## src/rtl/mem_access_ctrl.sv

```systemverilog
// Memory access controller between the load/store stage and a 1024x32 word RAM.
// Handles byte/half/word loads and stores: read-modify-write for sub-word stores, extension for sub-word loads.
module mem_access_ctrl #(
  parameter int unsigned ADDR_W = 10,
  parameter int unsigned DATA_W = 32
) (
  input  logic              clk,
  input  logic              rst_n,
  input  logic              req_valid,
  output logic              req_ready,
  input  logic              req_we,
  input  logic [1:0]        req_size,
  input  logic              req_signed,
  input  logic [ADDR_W+1:0] req_addr,
  input  logic [DATA_W-1:0] req_wdata,
  output logic              resp_valid,
  output logic [DATA_W-1:0] resp_rdata,
  output logic              resp_err,
  output logic [ADDR_W-1:0] ram_addr,
  output logic [DATA_W-1:0] ram_din,
  output logic              ram_str,
  output logic              ram_ld,
  input  logic [DATA_W-1:0] ram_dout
);

  localparam int unsigned BA_W = ADDR_W + 2;

  localparam logic [1:0] SZ_BYTE = 2'b00;
  localparam logic [1:0] SZ_HALF = 2'b01;
  localparam logic [1:0] SZ_WORD = 2'b10;

  typedef enum logic [1:0] {S_IDLE, S_RD, S_WR, S_RESP} state_t;

  state_t            state_q, state_d;
  logic              we_q, we_d;
  logic [1:0]        size_q, size_d;
  logic              sgn_q, sgn_d;
  logic [BA_W-1:0]   addr_q, addr_d;
  logic [DATA_W-1:0] wdata_q, wdata_d;
  logic [DATA_W-1:0] din_q, din_d;
  logic [DATA_W-1:0] rdata_q, rdata_d;
  logic              err_q, err_d;
  logic              misaligned;

  // Select the addressed big-endian lane and extend it to a full word.
  function automatic logic [DATA_W-1:0] load_ext(input logic [DATA_W-1:0] w, input logic [1:0] sz,
                                                 input logic sg, input logic [1:0] off);
    logic [7:0]        b;
    logic [15:0]       h;
    logic [DATA_W-1:0] r;
    b = w[7:0];
    case (off)
      2'd0:    b = w[31:24];
      2'd1:    b = w[23:16];
      2'd2:    b = w[15:8];
      default: b = w[7:0];
    endcase
    h = off[1] ? w[15:0] : w[31:16];
    case (sz)
      SZ_BYTE: r = {{24{sg & b[7]}}, b};
      SZ_HALF: r = {{16{sg & h[15]}}, h};
      default: r = w;
    endcase
    return r;
  endfunction

  // Replace the addressed lane(s) of the old word with right-aligned store data.
  function automatic logic [DATA_W-1:0] merge(input logic [DATA_W-1:0] w, input logic [DATA_W-1:0] d,
                                              input logic [1:0] sz, input logic [1:0] off);
    logic [DATA_W-1:0] r;
    r = w;
    if (sz == SZ_BYTE) begin
      case (off)
        2'd0:    r[31:24] = d[7:0];
        2'd1:    r[23:16] = d[7:0];
        2'd2:    r[15:8]  = d[7:0];
        default: r[7:0]   = d[7:0];
      endcase
    end else if (sz == SZ_HALF) begin
      if (off[1]) r[15:0]  = d[15:0];
      else        r[31:16] = d[15:0];
    end else begin
      r = d;
    end
    return r;
  endfunction

  always_comb begin
    misaligned = (req_size == 2'b11) ||
                 ((req_size == SZ_HALF) && req_addr[0]) ||
                 ((req_size == SZ_WORD) && (req_addr[1:0] != 2'b00));
  end

  always_comb begin
    state_d = state_q;
    we_d    = we_q;
    size_d  = size_q;
    sgn_d   = sgn_q;
    addr_d  = addr_q;
    wdata_d = wdata_q;
    din_d   = din_q;
    rdata_d = rdata_q;
    err_d   = err_q;
    case (state_q)
      S_IDLE: begin
        rdata_d = '0;
        err_d   = 1'b0;
        if (req_valid) begin
          we_d    = req_we;
          size_d  = req_size;
          sgn_d   = req_signed;
          addr_d  = req_addr;
          wdata_d = req_wdata;
          if (misaligned) begin
            state_d = S_RESP;
            err_d   = 1'b1;
          end else if (req_we && (req_size == SZ_WORD)) begin
            state_d = S_WR;
            din_d   = req_wdata;
          end else begin
            state_d = S_RD;
          end
        end
      end
      // Read data is consumed at the RD edge, so the merge uses the same word rd would hold.
      S_RD: begin
        if (we_q) begin
          din_d   = merge(ram_dout, wdata_q, size_q, addr_q[1:0]);
          state_d = S_WR;
        end else begin
          rdata_d = load_ext(ram_dout, size_q, sgn_q, addr_q[1:0]);
          state_d = S_RESP;
        end
      end
      S_WR: begin
        din_d   = '0;
        state_d = S_RESP;
      end
      default: begin
        rdata_d = '0;
        err_d   = 1'b0;
        state_d = S_IDLE;
      end
    endcase
  end

  always_ff @(posedge clk or negedge rst_n) begin
    if (!rst_n) begin
      state_q <= S_IDLE;
      we_q    <= 1'b0;
      size_q  <= 2'b00;
      sgn_q   <= 1'b0;
      addr_q  <= '0;
      wdata_q <= '0;
      din_q   <= '0;
      rdata_q <= '0;
      err_q   <= 1'b0;
    end else begin
      state_q <= state_d;
      we_q    <= we_d;
      size_q  <= size_d;
      sgn_q   <= sgn_d;
      addr_q  <= addr_d;
      wdata_q <= wdata_d;
      din_q   <= din_d;
      rdata_q <= rdata_d;
      err_q   <= err_d;
    end
  end

  // Handshake and RAM strobes decode straight from the state register.
  assign req_ready  = (state_q == S_IDLE);
  assign resp_valid = (state_q == S_RESP);
  assign ram_ld     = (state_q == S_RD);
  assign ram_str    = (state_q == S_WR);
  assign resp_rdata = rdata_q;
  assign resp_err   = err_q;
  assign ram_addr   = addr_q[BA_W-1:2];
  assign ram_din    = din_q;

endmodule

```

## config.mk

```make
export PLATFORM = sky130hd
export DESIGN_NAME = mem_access_ctrl
export DESIGN_NICKNAME = d
export VERILOG_FILES = /design/src/rtl/mem_access_ctrl.sv
export SDC_FILE = /design/constraint.sdc
export NUM_CORES = 1
export LEC_CHECK = 0
export BUFFER_PORTS_ARGS = -buffer_cell sky130_fd_sc_hd__buf_2
export CAP_MARGIN = 20
export CORE_UTILIZATION = 45
export CTS_CLUSTER_DIAMETER = 30
export DETAILED_ROUTE_END_ITERATION = 16
export PLACE_DENSITY = 0.7
export SLEW_MARGIN = 20
export SYNTH_ARGS = -nofsm -noshare
export SYNTH_HDL_FRONTEND = slang
export SYNTH_SLANG_ARGS = --single-unit
```

## constraint.sdc

```tcl
create_clock -name clk -period 3 [get_ports clk]
set_input_delay 0.3 -clock clk [delete_from_list [all_inputs] [get_ports clk]]
set_output_delay 0.3 -clock clk [all_outputs]
set_load 0.03 [all_outputs]
```

# Word-level counts from Yosys, hierarchy flattened
# Cells that the tools add are included.
# W data, S select, Z words.
# classes
n_bitwise,3
n_shift,0
div_mod_pow,0
n_mux,28
addsub,0
reduce_logical,15
n_lt_le_gt_ge,0
n_eq_ne,14
n_mul,0
# op_table
cell,n
$mux W32,7
$pmux W32 S2,2
$pmux W32 S3,1
$mux W16,3
$mux W8,6
$pmux W8 S3,1
$eq A2 B2 Y1 const B,5
$eq A2 B1 Y1 const B,4
$logic_not A2 Y1,3
$mux W2,3
$ne A2 B2 Y1 const B,3
$pmux W2 S3,1
$reduce_and A5 Y1,1
$ne A2 B1 Y1 const B,2
$reduce_and A2 Y1,2
$logic_and A1 B1 Y1,3
$mux W1,3
$reduce_bool A3 Y1,1
$reduce_or A3 Y1,1
$and A1 B1 Y1,2
$logic_or A1 B1 Y1,2
$pmux W1 S2,1
$reduce_bool A2 Y1,1
$reduce_or A2 Y1,1
$not A1 Y1,1
# word_totals
out_inout_bits,79
input_bits,83
mem_count,0
ram_bits,0
word_cells,69
romBits,0
latch_bits,0
regBits,115

# Depth between registers and ports, before layout
# Gate-level depths: netlist (run 1).
# logic_depth
ltp_word,8
depth_mapped,8
mapped_depth_nobuf,6

# Worst setup path before layout (run 1)
# OpenSTA, ideal clock, no wires.
# synth_path
path_type,reg-to-reg
startpoint,reg state_q[1]
endpoint,reg rdata_q[21] (netlist: resp_rdata[21])
path_stages_with_launch,9
setup_time_ns,0.067
arrival_time_ns,1.941
synth_period_minus_slack_ns,2.007
required_time_ns,2.933
setup_slack_ns,0.993
n_path_buf,2
cell_sequence,dfrtp_1 -> inv_1 -> ha_1 -> nor3b_1 -> and2_1 -> clkbuf_1 -> clkbuf_1 -> a22oi_1 -> nand2_1
# synth_between
elab_chain_len,3
word_cells_on_any_way,6
classes_between,eq/ne (3); mux (1); bitwise (1); reduce/logical (1)
# synth_lines
element,line_no,text
from (decl),34,"state_t state_q, state_d;"
from (signal assigned),159,state_q <= state_d;
$eq A2 B1 Y1 *,--,
net ram_ld,22,"output logic ram_ld,"
$ne A2 B2 Y1 (no line),--,
$reduce_and A2 Y1 (no line),--,
to (signal assigned),166,rdata_q <= rdata_d;
to (decl),41,"logic [DATA_W-1:0] rdata_q, rdata_d;"
# The timed path passes the listed nets; every way through them passes the cells marked *.
# A chain may end at the register's enable or synchronous reset.

# Worst setup path in the final report (run 1)
# layout_path
startpoint,reg state_q[1]
endpoint,reg din_q[17] (netlist: ram_din[17])
# layout_between
elab_chain_len,3
word_cells_on_any_way,10
classes_between,eq/ne (6); mux (1); reduce/logical (3)
# layout_lines
element,line_no,text
"$eq A2 B1 Y1, or another cell as far along",104,case (state_q)
"$ne A2 B1 Y1 (no line), or another cell as far along",--,
$reduce_and A5 Y1 (no line),--,
to (signal assigned),165,din_q <= din_d;
to (decl),40,"logic [DATA_W-1:0] din_q, din_d;"
# Several ways; a longest one is shown, not always the timed one.

==> results.md, run 1 <==
* Final Skew at 0.005517 ns
* Core footprint at 0.01319 mm2
* Worst path required time at 3.28 ns
* Worst skew pair latency at 0.42 ns
* Routed Wire Length at about 19000 um
* Antenna cells at 0
* Outcome: complete, no violations
* Final hold slack at 0.1109 ns
* Post-layout util at 0.5716
* Pleak at 3.536 nW
* Synth Area in Compound Gates at 0.2328
* Avg Inst Size Synth at 10.22 um2
* Largest family of logic cells by synthesized area: compound AO/OA/AOI/OAI gates
* Root buf cell: clkbuf_16
* Mux cell area share after synthesis at 0.1129
* FMAX at 432.2 MHz
* PortBufs at 161
* Final min period at 2.314 ns
* Fin. max-slew vios at 0
* Total track usage at 0.2776
* Reg2reg end: ram_din[17]
* PD cells at 1345 mW/mm2
* R2R Path Start: state_q[1]
* Worst Setup EP: ram_din[17]
* Rows at 42
* Area Overhead vs Synth at 24.35%
* CP Launch Point: state_q[1]
* Top Ports at 162
* Seq/Total Area, Yosys at 0.4746
* #FFs+latches synth at 115
* Die X at 118.1 um
* Synth Warn # at 0
* Average wire per standard cell at 20.43 um
* Vias per std cell at 6.040
* Vias in the first global route at 5342
* Layout net count at 814
* Largest net degree at the start of global routing at 67
* Hold Crit Class: input pin to register
* 1st-iter DRT viols at 508
* Layout cells sized above 1 at 0.3716
* Final Hold Vio Count at 0
* CTS Buf Count at 17
* Total congestion overflow at 0
* Setup TNS Final at 0 ns
* Via count at 5533
* Syn Inst Count at about 590
* Placer congestion estimate at 0.9425
* Synth Cell Area at 0.006063 mm2
* Final setup viols at 0
* Total power at 10.14 mW
* Reg2Reg Setup Slack at 0.69 ns
* Synthesized net count at 680
* Remaining DRCs at 0
* First-pass GRT wire length at between 20000 and 30000 um
* Clock buffer depth at 2
* Critical Path Sink Type: register
* Num Clock Sinks at 115
* IR drop worst, VDD at 0.7124 mV
* Critical Path AT at 2.60 ns
* Post-synthesis cell type count at between 50 and 60
* Least-Margin Pin Slew at 0.8513 ns
* CTS tree: yes
* Post-Synth Adder-Cell Area at 0.008254
* Initial antenna violation count at 0
* Synth Area in Simple Gates at 0.1046
* Post-route cell area at about 0.0075 mm2
* Max Cap Viol at 0
* Drt first pass iters at 6
* Crit path launch type: register
* Crit Path Max Fanout at 25
* Final ANT Viol Nets at 0
* CTS clk-pin slew, worst paths at 0.05 ns
* Max-Slew Margin vs Limit at 0.4318
* Crit Path Category: register to register
* Post-cts sizing count at 0
* Die height at 118.1 um
* FILL cells at 1191
* Area share of xor/xnor cells in the synthesized design at 0
* H-tree levels at 4
* Final HPWL DP at 13470 um
* Final Cycle Share at 0.7712
* Placed cell area at 0.006935 mm2
* Worst R2R Path Depth at 5
* Initial Utilization at 0.4597
* RSZ-0062 raised after global routing: false
* Die ar. at 0.01394 mm2
[Yosys cell counts (all sizes together)]
cell | number | area, um2
buf | 33 | 198.9
ha | 4 | 50.05
and3 | 1 | 6.260
o221ai | 12 | 105.1
a211oi | 2 | 20.02
o21a | 1 | 7.510
o21ai | 28 | 140.1
a21oi | 62 | 310.3
a32oi | 7 | 61.31
a31oi | 22 | 137.6
o41ai | 1 | 8.760
a221o | 1 | 10.01
nor2 | 18 | 67.56
clkbuf | 30 | 112.6
nor3 | 7 | 35.03
o2111ai | 4 | 35.03
dfrtp | 115 | 2878
o32ai | 1 | 8.760
nor2b | 17 | 106.4
a22oi | 20 | 150.1
a311oi | 8 | 70.07
a222oi | 8 | 80.08
mux4 | 1 | 22.52
mux2 | 57 | 641.9
a211o | 1 | 8.760
o31ai | 7 | 52.55
a21o | 1 | 7.510
and3b | 1 | 8.760
mux2i | 2 | 20.02
o21bai | 1 | 11.26
nand4 | 1 | 6.260
nand3 | 1 | 5.000
inv | 25 | 93.84
a2bb2oi | 4 | 35.03
nand2b | 14 | 87.58
nor4b | 9 | 85.08
or2 | 2 | 12.51
a32o | 7 | 70.07
a31o | 1 | 8.760
o22ai | 6 | 37.54
o211ai | 4 | 35.03
and2 | 3 | 18.77
nand2 | 34 | 127.6
nor3b | 9 | 67.56
[metal layers]
layer  vias up  routed length [um]  global-route usage
met4         0                 649              0.1466
li1       2487                   -                   -
met3        44                1489             0.05475
met2       289                8743              0.4191
met5         -                   0                   0
met1      2713                7831              0.3769
[where the power goes]
part | internal [mW] | switching (mW)
logic | 1.82 | 3.32
clock network | 1.34 | 0.696
registers | 2.33 | 0.641
total | 5.49 | 4.66
[registers in the layout, indices dropped and copies added, names as in the netlist]
register / count
resp_rdata: 32
wdata_q: 32
resp_err: 1
size_q: 2
state_q: 2
sgn_q: 1
addr_q: 12
we_q: 1
ram_din: 32
[placed cells by master, fill, tap and decap left out, drive strengths merged, types with 17 or more instances in the layout]
cell and instances:
buf 177, inv 25, nand2 34, nor2b 17, nor2 18, a21oi 62
a31oi 22, a22oi 20, clkbuf 21, dfrtp 115, mux2 57, o21ai 28
[worst min-delay path by stage]
stage | startpoint | to | depth (start not counted)
finish | req_addr[9] | addr_q[9] | 2
global route | req_addr[3] | addr_q[3] | 2
CTS | req_addr[9] | addr_q[9] | 2
detailed placement | rst_n | ram_din[27] | 1
global placement | rst_n | ram_din[27] | 1
floorplan | rst_n | addr_q[0] | 0
[repair_timing]
action	in CTS	in global routing
hold buffers	1	0
endpoints found under the hold margin	49	0
setup buffers	0	0
[critical path: stages (launching register included)]
cell	delay, ns
dfrtp_1	0.40
inv_1	0.08
ha_1	0.54
inv_1	0.50
a222oi_1	0.52
a21oi_1	0.13
[per-stage QoR]
stage / setup slack (ns) / cells
global route: 0.4727 / 916
detailed placement: 0.7478 / 883
CTS: 0.7242 / 916
global placement: 0.8281 / 883
finish: 0.6865 / 916
floorplan: 0.9928 / 593
[layout make-up]
cell class                      count  area (um2)  area share
Multi-Input combinational cell    390        2790      0.3701
Clock buffer                       21       460.4     0.06107
Tap cell                          176       220.2     0.02921
Inverter                           25       93.84     0.01245
Sequential cell                   115        2878      0.3817
Clock inverter                     11       133.9     0.01776
Timing Repair Buffer              178       963.4      0.1278
[kinds of logic (layout without fill, tap and decap cells)]
| logic type | after synthesis | count (layout) |
|---|---|---|
| AOI/OAI and AO/OA | 209 | 209 |
| buffers and inverters | 88 | 235 |
| adders and majority gates | 4 | 4 |
| muxes | 60 | 60 |
| DFF | 115 | 115 |
| and+or+nand+nor | 117 | 117 |
No activity file was read; power rests on OpenSTA's default activity.
==> inputs of run 2 (changes only) <==
Settings changed: ABC_AREA from default to 1, PLACE_DENSITY 0.7 to 0.72.
Clock period 3 ns to 2.1 ns, I/O delays scaled along.
==> results.md, run 2 <==
* Setup TNS Final at 0 ns
* Final hold slack at roughly 0.010 ns
* Antenna cells at 0
* 1st-iter DRT viols at 565
* IR drop worst, VDD at ~1.1 mV
* Worst skew pair latency at between 0.4 and 0.5 ns
* Most frequent cells in the layout: nand2_1, buf_2, dfrtp_1
* Crit Path Category: register to register
* Total congestion overflow at 0
* Max Cap Viol at 0
* Yosys top cell by area: dfrtp_1
* Post-synthesis cell type count at 28
* Commonest cells in the netlist: nand2_1, dfrtp_1, inv_1
* Synth top area share at 0.4260
* Final Hold Vio Count at 0
* Post-cts sizing count at 0
* Synth Cell Area at 0.006755 mm2
* Fin. max-slew vios at 0
* Vias per std cell at 5.109
* Final setup viols at 0
* RSZ-0062 raised after global routing: false
* Placed cell area at between 0.007 and 0.008 mm2
* Final Skew at 0.007924 ns
* Rows at between 40 and 50
* Pleak at 5.120 nW
* Worst path required time at 2.46 ns
* Total track usage at 0.2873
* Commonest non-fill, non-tap cell in the layout: nand2_1
* Drt first pass iters at 6
* Syn Inst Count at 1031
* #FFs+latches synth at approximately 120
* Largest net degree at the start of global routing at 68
* Vias in the first global route at 6797
* First-pass GRT wire length at 34690 um
* Initial Utilization at 0.4630
* Crit Path Max Fanout at 32
* Synthesized net count at 1118
* Post-route cell area at 0.008526 mm2
* Num Clock Sinks at 115
* Top Ports at 162
* Remaining DRCs at 0
* Critical Path AT at 2.16 ns
* Crit path launch type: register
* H-tree levels at 4
* Ranking of synthesized cells by area: dfrtp_1, nand2_1, inv_1, nand3_1, o21ai_0
* Via count at 7137
* Final Cycle Share at 0.8572
* Met2 wire len at 9672 um
* Critical Path Sink Type: register
* Final ANT Viol Nets at 0
* WL met3 at 1660 um
* Most frequent cell after synthesis: nand2_1
* Seq/Total Area, Yosys at 0.4260
* Die X at 124.5 um
* Post-synth EDFFs at 0
* Synth Warn # at 0
* FMAX at 555.5 MHz
* Placer congestion estimate at 1.006
* Die height at 124.5 um
* Post-synth top flop: dfrtp_1
* Routed Wire Length at approximately 22000 um
* M1 WL at 9553 um
* Avg Inst Size Synth at 6.552 um2
* CTS clk-pin slew, worst paths at 0.05 ns
* CTS tree: yes
* Root buf cell: clkbuf_16
* PD cells at 1782 mW/mm2
* Initial antenna violation count at 0
* Area Overhead vs Synth at 26.21%
* Max-Slew Margin vs Limit at 0.6731
* Hold Crit Class: input pin to register
* Top Metal Used: met4
* Final HPWL DP at 15970 um
* Async S/R FF share, synth at 1.000
* PortBufs at 161
* Layout cells sized above 1 at 0.1888
* Least-Margin Pin Slew at 0.4904 ns
* CTS Buf Count at 17
* FILL cells at 1407
* Average wire per standard cell at 15.56 um
* Core footprint at 0.01459 mm2
* Clock buffer depth at 2
* Layout net count at ~1300
* Die ar. at 0.01551 mm2
* Final min period at 1.800 ns
* Outcome: complete, no violations
* Area of the multi-input gates at 0.003189 mm2
* Reg area at between 0.002 and 0.003 mm2
==> run 2: cell count changes after synthesis, sizes merged, moves of 11 or more <==
cell / previous run / this run
mux2: 57 / 0
inv: 25 / 96
nand2b: 14 / 0
nand3: 1 / 64
o221ai: 12 / 1
nor2b: 17 / 0
a22oi: 20 / 1
a21oi: 62 / 46
o21ai: 28 / 61
nand2: 34 / 562
a31oi: 22 / 1
==> run 2: metal layers <==
layer / vias to the layer above / GRT usage
met1: 3207 / 0.3842
met3: 67 / 0.06143
met5: - / 0
met2: 358 / 0.4443
met4: 0 / 0.1332
li1: 3505 / -
==> run 2: metrics by stage <==
stage / setup WS [ns] / cells / power, mW / util
6_report: 0.2998 / 1397 / 15.19 / 0.5844
5_1_grt: 0.1182 / 1397 / 16.35 / 0.5844
4_1_cts: 0.3042 / 1397 / 15.14 / 0.5844
3_5_place_dp: 0.3109 / 1345 / 12.12 / 0.5295
3_3_place_gp: 0.3632 / 1345 / 12.06 / 0.5295
2_1_floorplan: 0.2754 / 1031 / 9.838 / -
==> run 2: power breakdown <==
group / internal, mW / total (mW) / switching, mW
combinational: 2.51 / 8.36 / 5.85
sequential: 3.20 / 3.90 / 0.707
clock: 1.90 / 2.93 / 1.04
==> run 2: final cells by class <==
| class | instances | area share |
|---|---|---|
| inverter | 97 | 0.04271 |
| timing repair buffer | 210 | 0.1482 |
| tap | 184 | 0.02700 |
| sequential | 115 | 0.3375 |
| multi-input combinational | 759 | 0.3741 |
| clock inverter | 8 | 0.01159 |
| clock buffer | 24 | 0.05885 |
==> run 2: cells by family (layout without fill, tap and decap cells) <==
logic type                 Yosys count  in the layout  synth area share
and+or+nand+nor                    638            638            0.3745
buffers and inverters              157            339            0.1019
DFF                                115            115            0.4260
adders and majority gates            4              4          0.007409
AOI/OAI and AO/OA                  117            117           0.09020
==> run 2: worst max-delay path, stage by stage (launching register included) <==
cell and delay [ns]:
dfrtp_1 0.39, inv_1 0.11, ha_1 0.22, inv_1 0.06, nor2_1 0.14, nor2_1 0.09
nand3_1 0.14, buf_4 0.37, nand2_1 0.12, nand2_1 0.09
==> run 2: path summary, 6_finish.rpt <==
| kind | from | endpoint | slack (ns) | cells after the start |
|---|---|---|---|---|
| worst max-delay path | state_q[1] | ram_din[11] | 0.30 | 9 |
| worst min-delay path | req_wdata[19] | wdata_q[19] | 0.01 | 3 |
| worst max register to register | state_q[1] | ram_din[11] | 0.30 | 9 |
| worst min register to register | ram_din[16] | ram_din[16] | 0.47 | 2 |
| max in group asynchronous | rst_n | ram_din[16] | 1.16 | 3 |
| min in group asynchronous | rst_n | resp_rdata[23] | 0.27 | 2 |
==> run 2: timing repair <==
item	in CTS	in global routing
hold buffers	20	0
endpoints found under the hold margin	46	0
setup buffers	0	0
endpoints found under the setup margin	0	0
==> inputs of run 3 (changes only) <==
Settings changed: ABC_AREA 1 to 0, PLACE_DENSITY 0.72 to 0.73.
==> results.md, run 3 (synthesized netlist as in run 1, its figures left out) <==
* Outcome: complete, no violations
* Largest net degree at the start of global routing at 43
* Setup WS pre-CTS at 0.01225 ns
* CTS clk-pin slew, worst paths at 0.06 ns
* Reg2reg end: ram_din[6]
* Die X at 118.1 um
* Reg2Reg Setup Slack at 0.13 ns
* Pleak at 3.591 nW
* Switching Share at 0.4595
* Internal power at 7.945 mW
* Hold Crit Class: input pin to register
* Rows at between 40 and 50
* 1st-iter DRT viols at 486
* Final ANT Viol Nets at 0
* Initial antenna violation count at 0
* Final Cycle Share at 0.9392
* Layout cells sized above 1 at 0.3854
* Worst path required time at ~2.4 ns
* Total track usage at 0.2782
* Clock buffer depth at 2
* Placer congestion estimate at 0.8899
* Max-Slew Margin vs Limit at 0.5458
* R2R Path Start: state_q[0]
* CP Launch Point: state_q[0]
* CTS tree: yes
* Die ar. at 0.01394 mm2
* Worst setup margin at 0.1276 ns
* Reg area at roughly 0.0029 mm2
* Most frequent cells in the layout: buf_2, dfrtp_1, a21oi_1
* Sw power at 6.755 mW
* Num Clock Sinks at 115
* CTS Buf Count at 17
* Clk pwr share at 0.198
* Final hold slack at 0.01518 ns
* Top Ports at ~160
* Commonest non-fill, non-tap cell in the layout: buf_2
* Die height at between 100 and 150 um
* Drt first pass iters at 5
* Root buf cell: clkbuf_16
* Least-Margin Pin Slew at 0.6795 ns
* Vias in the first global route at 5484
* Comb power frac at 0.520
* FMAX at 507.0 MHz
* Routed Wire Length at 18610 um
* Crit Path Category: register to register
* Crit Path Max Fanout at 12
* Core footprint at 0.01319 mm2
* Worst R2R Path Depth at 6
* Area Overhead vs Synth at 27.18%
* Initial Utilization at 0.4597
* Via count at 5545
* Total congestion overflow at 0
* Part of the power in registers at 0.283
* Final HPWL DP at 13470 um
* Worst skew pair latency at 0.43 ns
* Final Hold Vio Count at 0
* Max Cap Viol at 0
* Post-route cell area at 0.007711 mm2
* First-pass GRT wire length at between 20000 and 30000 um
* Critical Path Sink Type: register
* Total power at about 15 mW
* Antenna cells at 0
* H-tree levels at 4
* Placed cell area at roughly 0.0070 mm2
* Final Skew at 0.01232 ns
* Setup TNS Final at 0 ns
* Average wire per standard cell at between 15 and 20 um
* Critical Path AT at 2.26 ns
* Worst Setup EP: ram_din[6]
* Area of the multi-input gates at about 0.0028 mm2
* Remaining DRCs at 0
* Fin. max-slew vios at 0
* Layout net count at slightly above 800
* Final setup viols at 0
* Crit path launch type: register
* Final min period at 1.972 ns
* IR drop worst, VDD at 1.512 mV
* Vias per std cell at between 5 and 6
* PD cells at 1906 mW/mm2
* RSZ-0062 raised after global routing: false
* FILL cells at 1139
* PortBufs at 161
## run 3: worst min-delay path by stage
stage,from,end,depth (start not counted)
after detailed placement,rst_n,wdata_q[25],1
after global placement,rst_n,ram_din[25],1
after global routing,req_addr[3],addr_q[3],2
after floorplan,rst_n,addr_q[0],0
after CTS,req_addr[3],addr_q[3],2
final,req_addr[3],addr_q[3],2
## run 3: stage by stage
step             util  cells
2_1_floorplan       -    593
3_3_place_gp   0.5334    893
3_5_place_dp   0.5334    893
4_1_cts        0.5832    931
5_1_grt        0.5846    931
6_report       0.5846    931
## run 3: layout make-up
type / count / share of cell area
Inverter: 25 / 0.01266
Sequential cell: 115 / 0.3734
Multi-Input combinational cell: 390 / 0.3635
Timing Repair Buffer: 193 / 0.1449
Clock buffer: 19 / 0.05614
Tap cell: 176 / 0.02856
Clock inverter: 13 / 0.02093
## run 3: per-layer routing
metal	global-route usage	wire, um
met4	0.1386	565
met1	0.3797	8035
met2	0.4088	8573
met3	0.07171	1438
met5	0	0
## run 3: power by group through the flow
| stage | Clock (mW) | Combinational, mW | Sequential (mW) |
|---|---|---|---|
| finish | 2.90 | 7.64 | 4.15 |
| CTS | 2.95 | 7.57 | 4.13 |
| global placement | 0 | 7.35 | 4.10 |
| floorplan | 0 | 4.52 | 5.02 |
| global route | 3.05 | 8.25 | 4.27 |
| detailed placement | 0 | 7.52 | 4.14 |
## run 3: repair_timing
action	CTS	global route
gates cloned	0	0
setup endpoints to repair	3	16
resized for setup	1	6
hold buffers	6	0
setup buffers	0	0
hold endpoints to repair	39	0
## run 3: worst max-delay path: stages (launching register included)
cell	delay (ns)
dfrtp_1	0.40
inv_1	0.08
ha_1	0.32
buf_4	0.20
and2_2	0.31
a311oi_1	0.40
a21oi_1	0.12
